### config.mk
export PLATFORM = sky130hd
export DESIGN_NAME = uart_tx_fifo
export DESIGN_NICKNAME = d
export VERILOG_FILES = /design/src/rtl/uart_tx_fifo.sv
export SDC_FILE = /design/constraint.sdc
export NUM_CORES = 1
export LEC_CHECK = 0
export CELL_PAD_IN_SITES_DETAIL_PLACEMENT = 2
export CELL_PAD_IN_SITES_GLOBAL_PLACEMENT = 2
export CORE_MARGIN = 1
export CORE_UTILIZATION = 40
export CTS_CLUSTER_SIZE = 30
export DETAILED_ROUTE_END_ITERATION = 16
export HOLD_SLACK_MARGIN = 0.02
export MAX_ROUTING_LAYER = met4
export PLACE_DENSITY = 0.86
export RECOVER_POWER = 50
export SYNTH_ARGS = -nofsm -noshare
export SYNTH_HDL_FRONTEND = slang
export SYNTH_SLANG_ARGS = --single-unit
### constraint.sdc
create_clock -name clk -period 2.7 [get_ports clk]
set_input_delay 0.81 -clock clk [delete_from_list [all_inputs] [get_ports clk]]
set_output_delay 0.81 -clock clk [all_outputs]
set_load 0.02 [all_outputs]
### src/rtl/uart_tx_fifo.sv
// uart_tx_fifo: buffered 8N1 UART transmitter.
//
// Each tx_en strobe pushes tx_data into a small circular FIFO. A baud-rate
// serializer pops bytes from the FIFO and shifts them out on txd with one
// start bit (0), eight data bits sent LSB first, and one stop bit (1). Each
// bit lasts BAUD_DIV clock cycles. The write side has no back-pressure. A
// write that arrives while the FIFO is full (and no pop happens in that
// cycle) is dropped, and overflow then pulses for one cycle.
//
// Parameters:
//   BAUD_DIV   - clock cycles per serial bit (>= 2)
//   FIFO_DEPTH - byte capacity (power of two, >= 2)
//   CW         - width of fifo_count
// Ports:
//   clk        - system clock, rising edge
//   rst        - synchronous active-high reset (aborts frame, flushes FIFO)
//   tx_en      - one-cycle write strobe
//   tx_data    - byte written when tx_en is high
//   txd        - registered serial output, idle high
//   tx_busy    - FIFO non-empty or a frame in progress
//   fifo_full  - fifo_count == FIFO_DEPTH
//   fifo_empty - fifo_count == 0
//   fifo_count - queued bytes, not counting the byte being shifted
//   overflow   - one-cycle pulse after a dropped write
module uart_tx_fifo #(
    parameter int BAUD_DIV   = 434,
    parameter int FIFO_DEPTH = 8,
    parameter int CW         = $clog2(FIFO_DEPTH) + 1
) (
    input  logic          clk,
    input  logic          rst,
    input  logic          tx_en,
    input  logic [7:0]    tx_data,
    output logic          txd,
    output logic          tx_busy,
    output logic          fifo_full,
    output logic          fifo_empty,
    output logic [CW-1:0] fifo_count,
    output logic          overflow
);

    localparam int AW = $clog2(FIFO_DEPTH);
    localparam int BW = (BAUD_DIV > 2) ? $clog2(BAUD_DIV) : 1;
    localparam logic [BW-1:0] BAUD_LAST = BW'(BAUD_DIV - 1);

    typedef enum logic [1:0] {
        IDLE,
        START,
        DATA,
        STOP
    } state_t;

    state_t        state;
    state_t        state_next;
    logic [BW-1:0] bcnt;
    logic [BW-1:0] bcnt_next;
    logic [2:0]    bitidx;
    logic [2:0]    bitidx_next;
    logic          txd_next;
    logic          pop;
    logic          bit_end;
    logic          wr_acc;

    logic [7:0]    mem [FIFO_DEPTH];
    logic [AW-1:0] rd_ptr;
    logic [AW-1:0] wr_ptr;
    logic [7:0]    shift;

    assign fifo_full  = (fifo_count == CW'(FIFO_DEPTH));
    assign fifo_empty = (fifo_count == '0);
    assign tx_busy    = (state != IDLE) || !fifo_empty;
    assign bit_end    = (bcnt == BAUD_LAST);

    // A pop in the same cycle frees a slot, so a write at full still lands.
    assign wr_acc = tx_en && (!fifo_full || pop);

    // Serializer next-state logic
    always_comb begin
        state_next  = state;
        bcnt_next   = bcnt;
        bitidx_next = bitidx;
        txd_next    = txd;
        pop         = 1'b0;

        case (state)
            IDLE: begin
                txd_next = 1'b1;
                if (!fifo_empty) begin
                    pop        = 1'b1;
                    bcnt_next  = '0;
                    txd_next   = 1'b0;
                    state_next = START;
                end
            end
            START: begin
                if (bit_end) begin
                    bcnt_next   = '0;
                    bitidx_next = '0;
                    txd_next    = shift[0];
                    state_next  = DATA;
                end else begin
                    bcnt_next = bcnt + BW'(1);
                end
            end
            DATA: begin
                if (bit_end) begin
                    bcnt_next = '0;
                    if (bitidx != 3'd7) begin
                        bitidx_next = bitidx + 3'd1;
                        txd_next    = shift[bitidx + 3'd1];
                    end else begin
                        txd_next   = 1'b1;
                        state_next = STOP;
                    end
                end else begin
                    bcnt_next = bcnt + BW'(1);
                end
            end
            STOP: begin
                if (bit_end) begin
                    bcnt_next = '0;
                    // Chain straight into the next start bit when data waits.
                    if (!fifo_empty) begin
                        pop        = 1'b1;
                        txd_next   = 1'b0;
                        state_next = START;
                    end else begin
                        state_next = IDLE;
                    end
                end else begin
                    bcnt_next = bcnt + BW'(1);
                end
            end
            default: begin
                state_next = IDLE;
                bcnt_next  = '0;
                txd_next   = 1'b1;
            end
        endcase
    end

    // Serializer state register
    always_ff @(posedge clk) begin
        if (rst) begin
            state  <= IDLE;
            bcnt   <= '0;
            bitidx <= '0;
            txd    <= 1'b1;
        end else begin
            state  <= state_next;
            bcnt   <= bcnt_next;
            bitidx <= bitidx_next;
            txd    <= txd_next;
        end
    end

    // Shift register holds the byte in flight; its contents need no reset.
    always_ff @(posedge clk) begin
        if (pop) begin
            shift <= mem[rd_ptr];
        end
    end

    // FIFO pointers, occupancy and drop flag
    always_ff @(posedge clk) begin
        if (rst) begin
            rd_ptr     <= '0;
            wr_ptr     <= '0;
            fifo_count <= '0;
            overflow   <= 1'b0;
        end else begin
            if (wr_acc) begin
                wr_ptr <= wr_ptr + AW'(1);
            end
            if (pop) begin
                rd_ptr <= rd_ptr + AW'(1);
            end
            case ({wr_acc, pop})
                2'b10:   fifo_count <= fifo_count + CW'(1);
                2'b01:   fifo_count <= fifo_count - CW'(1);
                default: fifo_count <= fifo_count;
            endcase
            overflow <= tx_en && !wr_acc;
        end
    end

    // FIFO storage; a strobe coinciding with reset is discarded.
    always_ff @(posedge clk) begin
        if (!rst && wr_acc) begin
            mem[wr_ptr] <= tx_data;
        end
    end

endmodule
---- Word-level counts from Yosys, hierarchy flattened ----
Memories as Yosys holds them, arrays and structs flattened. A register that Yosys moved wholly into a read port is not among the register bits.
Index checks and enable logic that the tools add are counted.
storage, ports and cells
  memories ................................ 1
  bits of input ports ..................... 11
  word-level logic and storage cells ...... 78
  bits in writable memories ............... 64
  output and inout port bits .............. 9
  bits in registers ....................... 26
  memory bits (read-only) ................. 0
  latch bits .............................. 0
operators by class
  shift operators ......................... 0
  muxes and demuxes ....................... 29
  order comparisons ....................... 1
  add/subtract/negate cells ............... 6
  equality and inequality tests ........... 15
  reduce and logical (&&, ||, !) cells .... 18
  divide/modulo/power cells ............... 0
  multiply operators ...................... 0
  bitwise logic cells ..................... 0
memory list
  name  words  bits a word  rd ports  clocked after memory_dff  write ports  line  source
  mem   8      8            1         1                         1            64    logic [7:0] mem [FIFO_DEPTH];
operators with widths
  operator                                                                       count
  9-bit two-way mux                                                              2
  9-bit case mux with 2 select lines                                             1
  2-bit != test (second input constant)                                          7
  1-bit two-way mux                                                              12
  2-bit two-way mux                                                              5
  3-bit by 1-bit adder with 3-bit output (second input constant)                 3
  9-bit by 1-bit adder with 9-bit output (second input constant)                 1
  9-bit equality test (second input constant)                                    1
  3-bit two-way mux                                                              3
  2-bit case mux with 4 select lines                                             1
  4-bit case mux with 2 select lines                                             1
  4-bit AND reduction                                                            2
  2-bit equality test (second input constant)                                    3
  3-bit case mux with 2 select lines                                             1
  2-bit nonzero test                                                             3
  5-bit AND reduction                                                            1
  4-bit by 1-bit adder with 4-bit output (second input constant)                 1
  2-bit by 1-bit equality test with 1-bit output (second input constant)         2
  4-bit equality test (second input constant)                                    1
  1-bit zero test                                                                4
  4-bit zero test                                                                1
  3-bit by 4-bit less-than comparator with 1-bit output (second input constant)  1
  1-bit case mux with 4 select lines                                             1
  4-bit by 1-bit subtractor with 4-bit output (second input constant)            1
  7 further kinds                                                                10

---- Longest topological paths before layout ----
  depth after elaboration ................. 9
  mapped depth ............................ 12
  gate-level depth less buffers ........... 12

---- Worst setup path before layout ----
No wires, ideal clock.
  kind .................................... register to register
  from .................................... register state[1]
  to ...................................... memory mem[5][0] (enable)
  slack ................................... 0.138 ns
  clock period less this slack ............ 2.562 ns
  arrival time ............................ 2.178 ns
  cell stages (with the launch flop) ...... 7
  data required time ...................... 2.317 ns
  setup time .............................. 0.383 ns
  cell sequence ........................... dfxtp_1 -> inv_1 -> ha_1 -> or3_1 -> o21ai_1 -> nand2_1 -> nor3_1
on the way
  longest elaborated chain between the ends .. 7
ends and longest elaborated chain
  item                                                    line  source
  start, declared                                         53    state_t state;
  start signal, assigned                                  150   state <= state_next;
  2-bit equality test or 2-bit zero test (tied branches)  85    case (state)
  1-bit case mux with 2 select lines (*)                  85
  1-bit logical OR (*)                                    75    assign wr_acc = tx_en && (!fifo_full || pop);
  1-bit logical AND (*)                                   75
  1-bit logical AND (*)                                   189   if (!rst && wr_acc) begin
  1-bit two-way mux (*)                                   189
  1-bit two-way mux (not written as such) (*)             190   mem[wr_ptr] <= tx_data;
  end, declared                                           64
Mark *: on every way between the ends. The rest lies on a longest branch, timed or not.

---- Worst setup path after layout ----
  from .................................... register fifo_count[3]
  to ...................................... output port tx_busy
on the way
  longest elaborated chain between the ends .. 3
ends and longest elaborated chain
  item                    line  source
  start, declared         38    output logic [CW-1:0] fifo_count,
  start signal, assigned  179   2'b10: fifo_count <= fifo_count + CW'(1);
  start signal, assigned  180   2'b01: fifo_count <= fifo_count - CW'(1);
  start signal, assigned  181   default: fifo_count <= fifo_count;
  4-bit zero test         70    assign fifo_empty = (fifo_count == '0);
  1-bit zero test         n/a
  1-bit logical OR        71    assign tx_busy = (state != IDLE) || !fifo_empty;
  end, declared           35    output logic tx_busy,
Every way passes these cells.

==> impl_metrics.tcl <==
set metrics [dict create \
    critPathMaxFanout 7 \
    num_rows 37 \
    synth_top_family_by_area "multiplexers" \
    critical_path_class "flop to output port" \
    start_util 0.414 \
    endpoint "tx_busy" \
    arrival_ns 1.82 \
    maxSlewHeadroom 0.388 \
    synth_xor_xnor_area_share 0.00609 \
    layout-drive-gt1-share 0.228 \
    fin_area_mm2 0.00501 \
    boundaryPins 20 \
    cts_tree "done" \
    synth_top_area_cell "edfxtp_1" \
    crit_slowest_cell "or4_4" \
    synth_flop_cell "edfxtp_1" \
    core-area_mm2 0.0104 \
    worst_slack_ns 0.0669 \
    crit_start "fifo_count[3]$_SDFFE_PP0P_" \
    synth_top_cells_by_area "edfxtp_1, dfxtp_1, mux4_2" \
    wl_met3_um 257 \
    synth-seq-cells 98 \
    ys_async_sr_fraction 0 \
    fin_util 0.481 \
    post-route-min-period_ns 2.63 \
    die_w_um 106 \
    r2r-start "fifo_count[3]$_SDFFE_PP0P_" \
    drv_slew 0 \
    h-tree-depth 3 \
    setup_viol 0 \
    gr-total-overflow 0 \
    syn_to_final_growth_pct 16.0 \
    synthAdderAreaFrac 0.0423 \
    max-cap-violations 0 \
    min_path_type "flop to flop" \
    timing.final.crit_share 0.975 \
    antenna_found_initial 0 \
    root_buffer "clkbuf_8" \
    leakage_nw 1.72 \
    hold_buffers 0 \
    crit_chain "or4_4 > clkinv_4 > nand2_2 > clkdlybuf4s15_1" \
    rr_endpoint "fifo_count[3]$_SDFFE_PP0P_" \
    yosys.cell_count.top_type "edfxtp_1" \
    worstMarginPinSlew_ns 0.916 \
    portBuffers 19 \
    drt_pass1_iterations 4 \
    final_antenna_net_count 0 \
    cts.clk_slew.worst_paths_ns 0.10 \
    n_fill_cell 976 \
    grt_use_total 0.214 \
    path_buf_inv 2 \
    syn-instance-count 290 \
    dieArea_mm2 0.0112 \
    vias 2632 \
    total_power_mw 4.68 \
    vdd_drop_max_mv 0.529 \
    yosysSeqAreaShare 0.621 \
    p_per_area_mw_per_mm2 935 \
    netlist.area_leader.share 0.501 \
    drt-wirelength-per-cell_um 22.6 \
    dp_hpwl_mm 7.60 \
    min_path_cells 1 \
    die_h_um 106 \
    synthMuxAreaShare 0.126 \
    hold_violations 0 \
    routabilityCongestion 0.778 \
    yosysUniqueCellTypes 61 \
    clk_latency_ns 0.37 \
    status "completed" \
    clock_skew_ns 0.0125 \
    top_layer "met4" \
    m1WireLength_mm 4.59 \
    cp.required_ns 1.89 \
    critical_path.top_delay_family "simple AND/OR/NAND/NOR gates" \
    ys_warn_count 0 \
    drc 0 \
    synthTopCellsByCount "edfxtp_1, dfxtp_1, nor2_1" \
    fmax_mhz 380 \
    grt_pass1_wl_mm 16.8 \
    drtIter0Drc 98 \
    crit_cells 4 \
    cts_num_sinks 98 \
    synth_edf_count 72 \
    place_area_mm2 0.00480 \
    dpl_worst_slack_ns -0.158 \
    routed_wirelength_mm 10.7 \
    avgSynthCellArea_um2 14.9 \
    grt_max_degree 19 \
    syn-cell-area_mm2 0.00432 \
    syn_nets 315 \
    slowest_delay_ns 0.60 \
    rsz0062_at_grt "no" \
    detail_route.vias_per_cell 5.56 \
    nets 357 \
    worstSetupEndpointType "output port" \
    antennaDiodeCount 0 \
    grt_pass1_vias 2876 \
    rr_worst_depth 11 \
    synth-simple-area-share 0.110 \
    synth_compound_area_frac 0.0748 \
    cp-start-kind "flop" \
    met2_length_mm 5.61 \
    r2r_slack_ns 0.17 \
    cts_made_buffers 9 \
    clock_path_buffers 2 \
]
## placed cells by master (no fill, tap or decap), drive strengths merged, types with 4 or more instances in the layout
cell | Yosys | final
a21oi | 13 | 13
nor2 | 20 | 20
mux4 | 18 | 18
dfxtp | 26 | 26
clkbuf | 4 | 10
buf | 6 | 22
inv | 8 | 11
nor3 | 13 | 13
dlygate4sd3 | 0 | 8
nand2b | 7 | 7
a311oi | 4 | 4
clkdlybuf4s50 | 0 | 8
edfxtp | 72 | 72
nand3 | 9 | 9
mux2 | 10 | 10
o21ai | 10 | 10
ha | 13 | 13
and3 | 4 | 4
nand2 | 12 | 12
## where the power goes
group | switching, mW | internal, mW | leakage (nW)
clock network | 0.529 | 0.442 | 0.103
registers | 0.138 | 1.82 | 0.864
logic | 1.00 | 0.753 | 0.750
## flip-flops by register name (all words and copies together), names as in the netlist
name,flops
bcnt,9
bitidx,3
fifo_count,4
mem,64
overflow,1
rd_ptr,3
shift,8
state,2
txd,1
wr_ptr,3
## worst register-to-register path, cell delays in order (launching register included)
cell and delay, ns:
dfxtp_1 0.37, or4_4 0.60, clkinv_4 0.12, nor3_4 0.06, nand3_2 0.08, inv_1 0.07, ha_1 0.28, a21o_1 0.19
a21oi_1 0.20, nor3b_4 0.24, nor3_1 0.08, nor3_2 0.18
## stage by stage
step	TNS (ns)	cells	hold slack [ns]
after floorplan	0	290	0.450
after global placement	0	457	0.458
after detailed placement	-1.88	457	0.462
after CTS	0	473	0.484
after global routing	0	473	0.507
final	0	473	0.478
## worst min path at each step
stage                                start                endpoint
floorplan           bitidx[1]$_SDFFE_PP0P_  bitidx[1]$_SDFFE_PP0P_
detailed placement        txd$_SDFFE_PP1P_        txd$_SDFFE_PP1P_
finish                    txd$_SDFFE_PP1P_        txd$_SDFFE_PP1P_
global placement          txd$_SDFFE_PP1P_        txd$_SDFFE_PP1P_
global route              txd$_SDFFE_PP1P_        txd$_SDFFE_PP1P_
CTS                       txd$_SDFFE_PP1P_        txd$_SDFFE_PP1P_
## per-layer routing
metal  up-vias  GRT usage
met5         -          -
met4         0     0.0883
met3        18     0.0291
met2        39      0.362
met1      1354      0.259
li1       1221          -
## final cells by class
| type | count | area (um2) | area share |
|---|---|---|---|
| Timing Repair Buffer | 41 | 353 | 0.0705 |
| Sequential cell | 98 | 2680 | 0.536 |
| Multi-Input combinational cell | 173 | 1560 | 0.312 |
| Clock inverter | 6 | 72.6 | 0.0145 |
| Inverter | 9 | 38.8 | 0.00775 |
| Clock buffer | 10 | 128 | 0.0255 |
| Tap cell | 136 | 170 | 0.0340 |
## repair_timing
item | 4_1_cts | 5_1_grt
endpoints found under the setup margin | 3 | 34
gates resized for setup | 3 | 7
pin swaps | 0 | 0
buffers inserted | 0 | 0
## kinds of logic (layout without fill, tap and decap cells)
logic type      after synthesis  after routing
xor+xnor                      3              3
buf+inv                      19             66
mux                          30             30
compound gates               43             43
fa+ha+maj                    14             14
flops                        98             98
simple gates                 83             83
Note: power is estimated with default switching activity, not from simulation.
==> edit 1 (same settings) <==
Set the parameter `FIFO_DEPTH` to 16 (it was 8).
--- a/src/rtl/uart_tx_fifo.sv
+++ b/src/rtl/uart_tx_fifo.sv
@@ -24,7 +24,7 @@
 //   overflow   - one-cycle pulse after a dropped write
 module uart_tx_fifo #(
     parameter int BAUD_DIV   = 434,
-    parameter int FIFO_DEPTH = 8,
+    parameter int FIFO_DEPTH = 16,
     parameter int CW         = $clog2(FIFO_DEPTH) + 1
 ) (
     input  logic          clk,
Interface: changed (resized fifo_count); port bits go from 20 to 21. No check against the original RTL was run, so the function may have changed too.
==> edit 1 against the original RTL <==
- design area increased by 69%
- hold slack improved by 0.026 ns
- total power increased by 74%
- the flow now finishes with violations (setup timing)
- area after synthesis up 62%
- setup slack worse by 0.11 ns
- wire length is 82% higher
- sequential cell count grew 67
- largest power group unchanged
- synthesized cell count grew 46%
==> edit 1: results (changes against the original RTL) <==
status = finished, violations left (was complete, no violations)
failing checks = setup timing
crit path kind = reg -> reg (was reg -> out)
EDFF count, synth = 136 (was 72)
PortBufs = 20 (was 19)
Root Driver = clkbuf_16 (was clkbuf_8)
H-tree depth = 4 (was 3)
Syn Area/Cell = 16.54 um2 (was 14.88 um2)
largest net degree at the start of global routing = 36 (was 19)
Worst VDD drop = 0.6698 mV (was 0.5290 mV)
endpoints failing setup = 2 (was 0)
hpwl dp = 12.23 mm (was 7.597 mm)
global routing usage on met3 = 5.178% (was 2.907%)
skew final = 0.02248 ns (was 0.01253 ns)
vias in the first global route = 4620 (was 2876)
Slew HR = 38.43% (was 38.82%)
post-synthesis sequential area ratio = 66.83% (was 62.14%)
top cells by area, synth = edfxtp_1 (59%), mux4_2 (14%), dfxtp_1 (8.3%), ha_1 (3.0%), nor2_1 (2.3%) (was edfxtp_1 (50%), dfxtp_1 (12%), mux4_2 (8.9%), ha_1 (3.8%), mux2_2 (2.3%))
leakage = 2.829 nW (was 1.718 nW)
worst skew pair latency = 0.46 ns (was 0.37 ns)
Avg WL per Cell = 26.82 um (was 22.59 um)
Post-Place Cell Area = 7782 um2 (was 4800 um2)
Final WS setup = -0.04060 ns (was 0.06692 ns)
RD Place Congestion = 0.8093 (was 0.7775)
CP Data Arrival Time = 3.08 ns (was 1.82 ns)
==> edit 1: changes by cell type after synthesis, sizes merged, moves of 5 or more <==
| cell | change |
|---|---|
| nor2 | +24 |
| xnor2 | +5 |
| mux4 | +24 |
| a21o | +5 |
| edfxtp | +64 |
| mux2 | -8 |
| nor2b | +5 |
| clkbuf | +6 |
==> edit 1: cell type report <==
class                      instances  area [um2]
multi-input combinational        231        2272
sequential                       165        4671
tap                              220       275.3
timing repair buffer              69       566.8
inverter                           9       33.78
clock inverter                    15       209.0
fill                            1545        8366
clock buffer                      17       425.4
==> edit 1: worst min-delay path by stage <==
stage / from / endpoint / slack (ns) / depth (start not counted)
final: txd$_SDFFE_PP1P_ / txd$_SDFFE_PP1P_ / 0.50 / 2
after CTS: txd$_SDFFE_PP1P_ / txd$_SDFFE_PP1P_ / 0.51 / 2
after global placement: bitidx[2]$_SDFFE_PP0P_ / bitidx[2]$_SDFFE_PP0P_ / 0.46 / 2
after detailed placement: bitidx[2]$_SDFFE_PP0P_ / bitidx[2]$_SDFFE_PP0P_ / 0.48 / 2
after floorplan: bitidx[1]$_SDFFE_PP0P_ / bitidx[1]$_SDFFE_PP0P_ / 0.45 / 2
after global routing: txd$_SDFFE_PP1P_ / txd$_SDFFE_PP1P_ / 0.54 / 2
==> edit 1: power groups by stage <==
stage	combinational (W)	sequential [W]	clock, W
detailed placement	0.00229	0.00312	0
finish	0.00243	0.00308	0.00261
global placement	0.00213	0.00309	0
global route	0.00259	0.00310	0.00274
floorplan	0.00127	0.00315	0
CTS	0.00244	0.00308	0.00265
==> edit 1: per-layer routing <==
metal | vias to the layer above | routed length (um)
li1 | 1810 | -
met1 | 2192 | 7969
met2 | 90 | 10400
met3 | 35 | 706
met4 | 0 | 399
met5 | - | 0
==> edit 1: through the flow <==
stage	setup TNS (ns)	hold slack, ns
floorplan	-0.09140	0.4533
global placement	-0.3190	0.4649
detailed placement	-2.270	0.4813
CTS	-0.1258	0.5068
global route	-0.1568	0.5420
finish	-0.04738	0.5037
==> edit 1: worst max-delay path, cell delays in order (launching register included) <==
cell	delay [ns]
dfxtp_2	0.32
or4_4	0.60
o221ai_4	0.22
nor3_4	0.09
fa_2	0.35
a21o_1	0.20
a21o_1	0.20
buf_4	0.15
or3_1	0.31
nand3_1	0.11
a31oi_1	0.09
==> edit 1: repair_timing <==
item / 4_1_cts / 5_1_grt
pin swaps: 1 / 0
buffers inserted: 0 / 1
setup endpoints to repair: 6 / 5
resized for setup: 15 / 8
hold buffers: 0 / 0
==> edit 2 (config.mk and constraints unchanged) <==
Without the edit above. The 4 states of `state_t` get a one-hot encoding in 4 bits.
--- a/src/rtl/uart_tx_fifo.sv
+++ b/src/rtl/uart_tx_fifo.sv
@@ -43,11 +43,11 @@
     localparam int BW = (BAUD_DIV > 2) ? $clog2(BAUD_DIV) : 1;
     localparam logic [BW-1:0] BAUD_LAST = BW'(BAUD_DIV - 1);
 
-    typedef enum logic [1:0] {
-        IDLE,
-        START,
-        DATA,
-        STOP
+    typedef enum logic [3:0] {
+        IDLE  = 4'b0001,
+        START = 4'b0010,
+        DATA  = 4'b0100,
+        STOP  = 4'b1000
     } state_t;
 
     state_t        state;
Formal check against the unedited RTL: no difference found for any inputs over 10 cycles, from zero or initial values and one cycle with rst high; not proved beyond that.
==> edit 2 against the original RTL <==
- critical path depth rose by 3
- final cell count rose by 5.7%
- setup slack got worse by 0.12 ns
- hold slack improved by 0.011 ns
- global-route usage rose by 1.4 points
- area after synthesis rose by 1.0%
- register-to-register slack got worse by 0.22 ns
- the run now ends with setup timing left
- design area rose by 2.9%
- total power fell by 2.0%
- critical endpoint is now fifo_count[1]$_SDFFE_PP0P_
- fmax fell by 4.3%
- critical path type is now reg -> reg
- largest power group unchanged
- sequential cell count rose by 2
- wire length rose by 7.6%
==> edit 2: results (changes against the original RTL) <==
status = finished, violations left (was complete, no violations)
failing checks = setup timing
die area = 11320 um2 (was 11210 um2)
Compound-Gate Fraction of Synth Area = 7.059% (was 7.478%)
endpoints failing setup = 1 (was 0)
Multi-input gate area = 1569 um2 (was 1562 um2)
Slew @ Worst Pin = 0.7420 ns (was 0.9164 ns)
comb pwr = 0.00163 W (was 0.00176 W)
Final WS setup = -0.05041 ns (was 0.06692 ns)
worst hold start = bitidx[2]$_SDFFE_PP0P_ (was txd$_SDFFE_PP1P_)
initial DRC count = 134 (was 98)
worst skew pair latency = 0.40 ns (was 0.37 ns)
RD Place Congestion = 0.7963 (was 0.7775)
Net count, final = 379 (was 357)
share of post-route cells with drive strength above 1 = 27.20% (was 22.85%)
crit path launch = bcnt[6]$_SDFFE_PP0N_ (was fifo_count[3]$_SDFFE_PP0P_)
Critical Path Fanout Max = 4 (was 7)
clock slew at reported path FFs = 0.12 ns (was 0.10 ns)
slowest cell on the critical path = or4b_4 (was or4_4)
met2 GRT Util = 40.21% (was 36.23%)
Total GRT Usage = 22.82% (was 21.43%)
routed wire length = 11.49 mm (was 10.68 mm)
register area = 2728 um2 (was 2684 um2)
vias in the first global route = 3140 (was 2876)
crit path kind = reg -> reg (was reg -> out)
Post-synth top cells = edfxtp_1 (72), dfxtp_1 (28), nor2_1 (25) (was edfxtp_1 (72), dfxtp_1 (26), nor2_1 (18))
leakage = 1.727 nW (was 1.718 nW)
NonClk Buf Share = 8.447% (was 7.046%)
Worst VDD drop = 0.4691 mV (was 0.5290 mV)
Clk power = 0.00103 W (was 0.000971 W)
post-synthesis sequential area ratio = 62.44% (was 62.14%)
first-pass GRT wire length = 18.08 mm (was 16.77 mm)
edit 2: cell types whose count changed after synthesis, sizes merged, moves of 4 or more:
| cell | unedited run | this run |
|---|---|---|
| nand3 | 9 | 5 |
| nand2 | 12 | 19 |
| and3 | 4 | 0 |
| nor2 | 20 | 25 |
| nand4 | 1 | 7 |
| ha | 13 | 8 |
| a311oi | 4 | 0 |
| xnor2 | 2 | 9 |
| mux2i | 2 | 6 |
edit 2: per-stage QoR:
stage          hold slack (ns)  total power (W)  setup TNS, ns
2_1_floorplan           0.4355         0.002944              0
3_3_place_gp            0.4446         0.003462       -0.05328
3_5_place_dp            0.4811         0.003594        -0.2811
4_1_cts                 0.4976         0.004660              0
5_1_grt                 0.5203         0.004814        -0.2615
6_report                0.4885         0.004585       -0.05041
edit 2: worst reg2reg max path: stages, from the launching register on:
cell	delay, ns
dfxtp_4	0.37
or4b_4	0.57
o31ai_4	0.31
nand3_2	0.13
buf_4	0.17
fa_2	0.46
or4_1	0.57
nand4_1	0.12
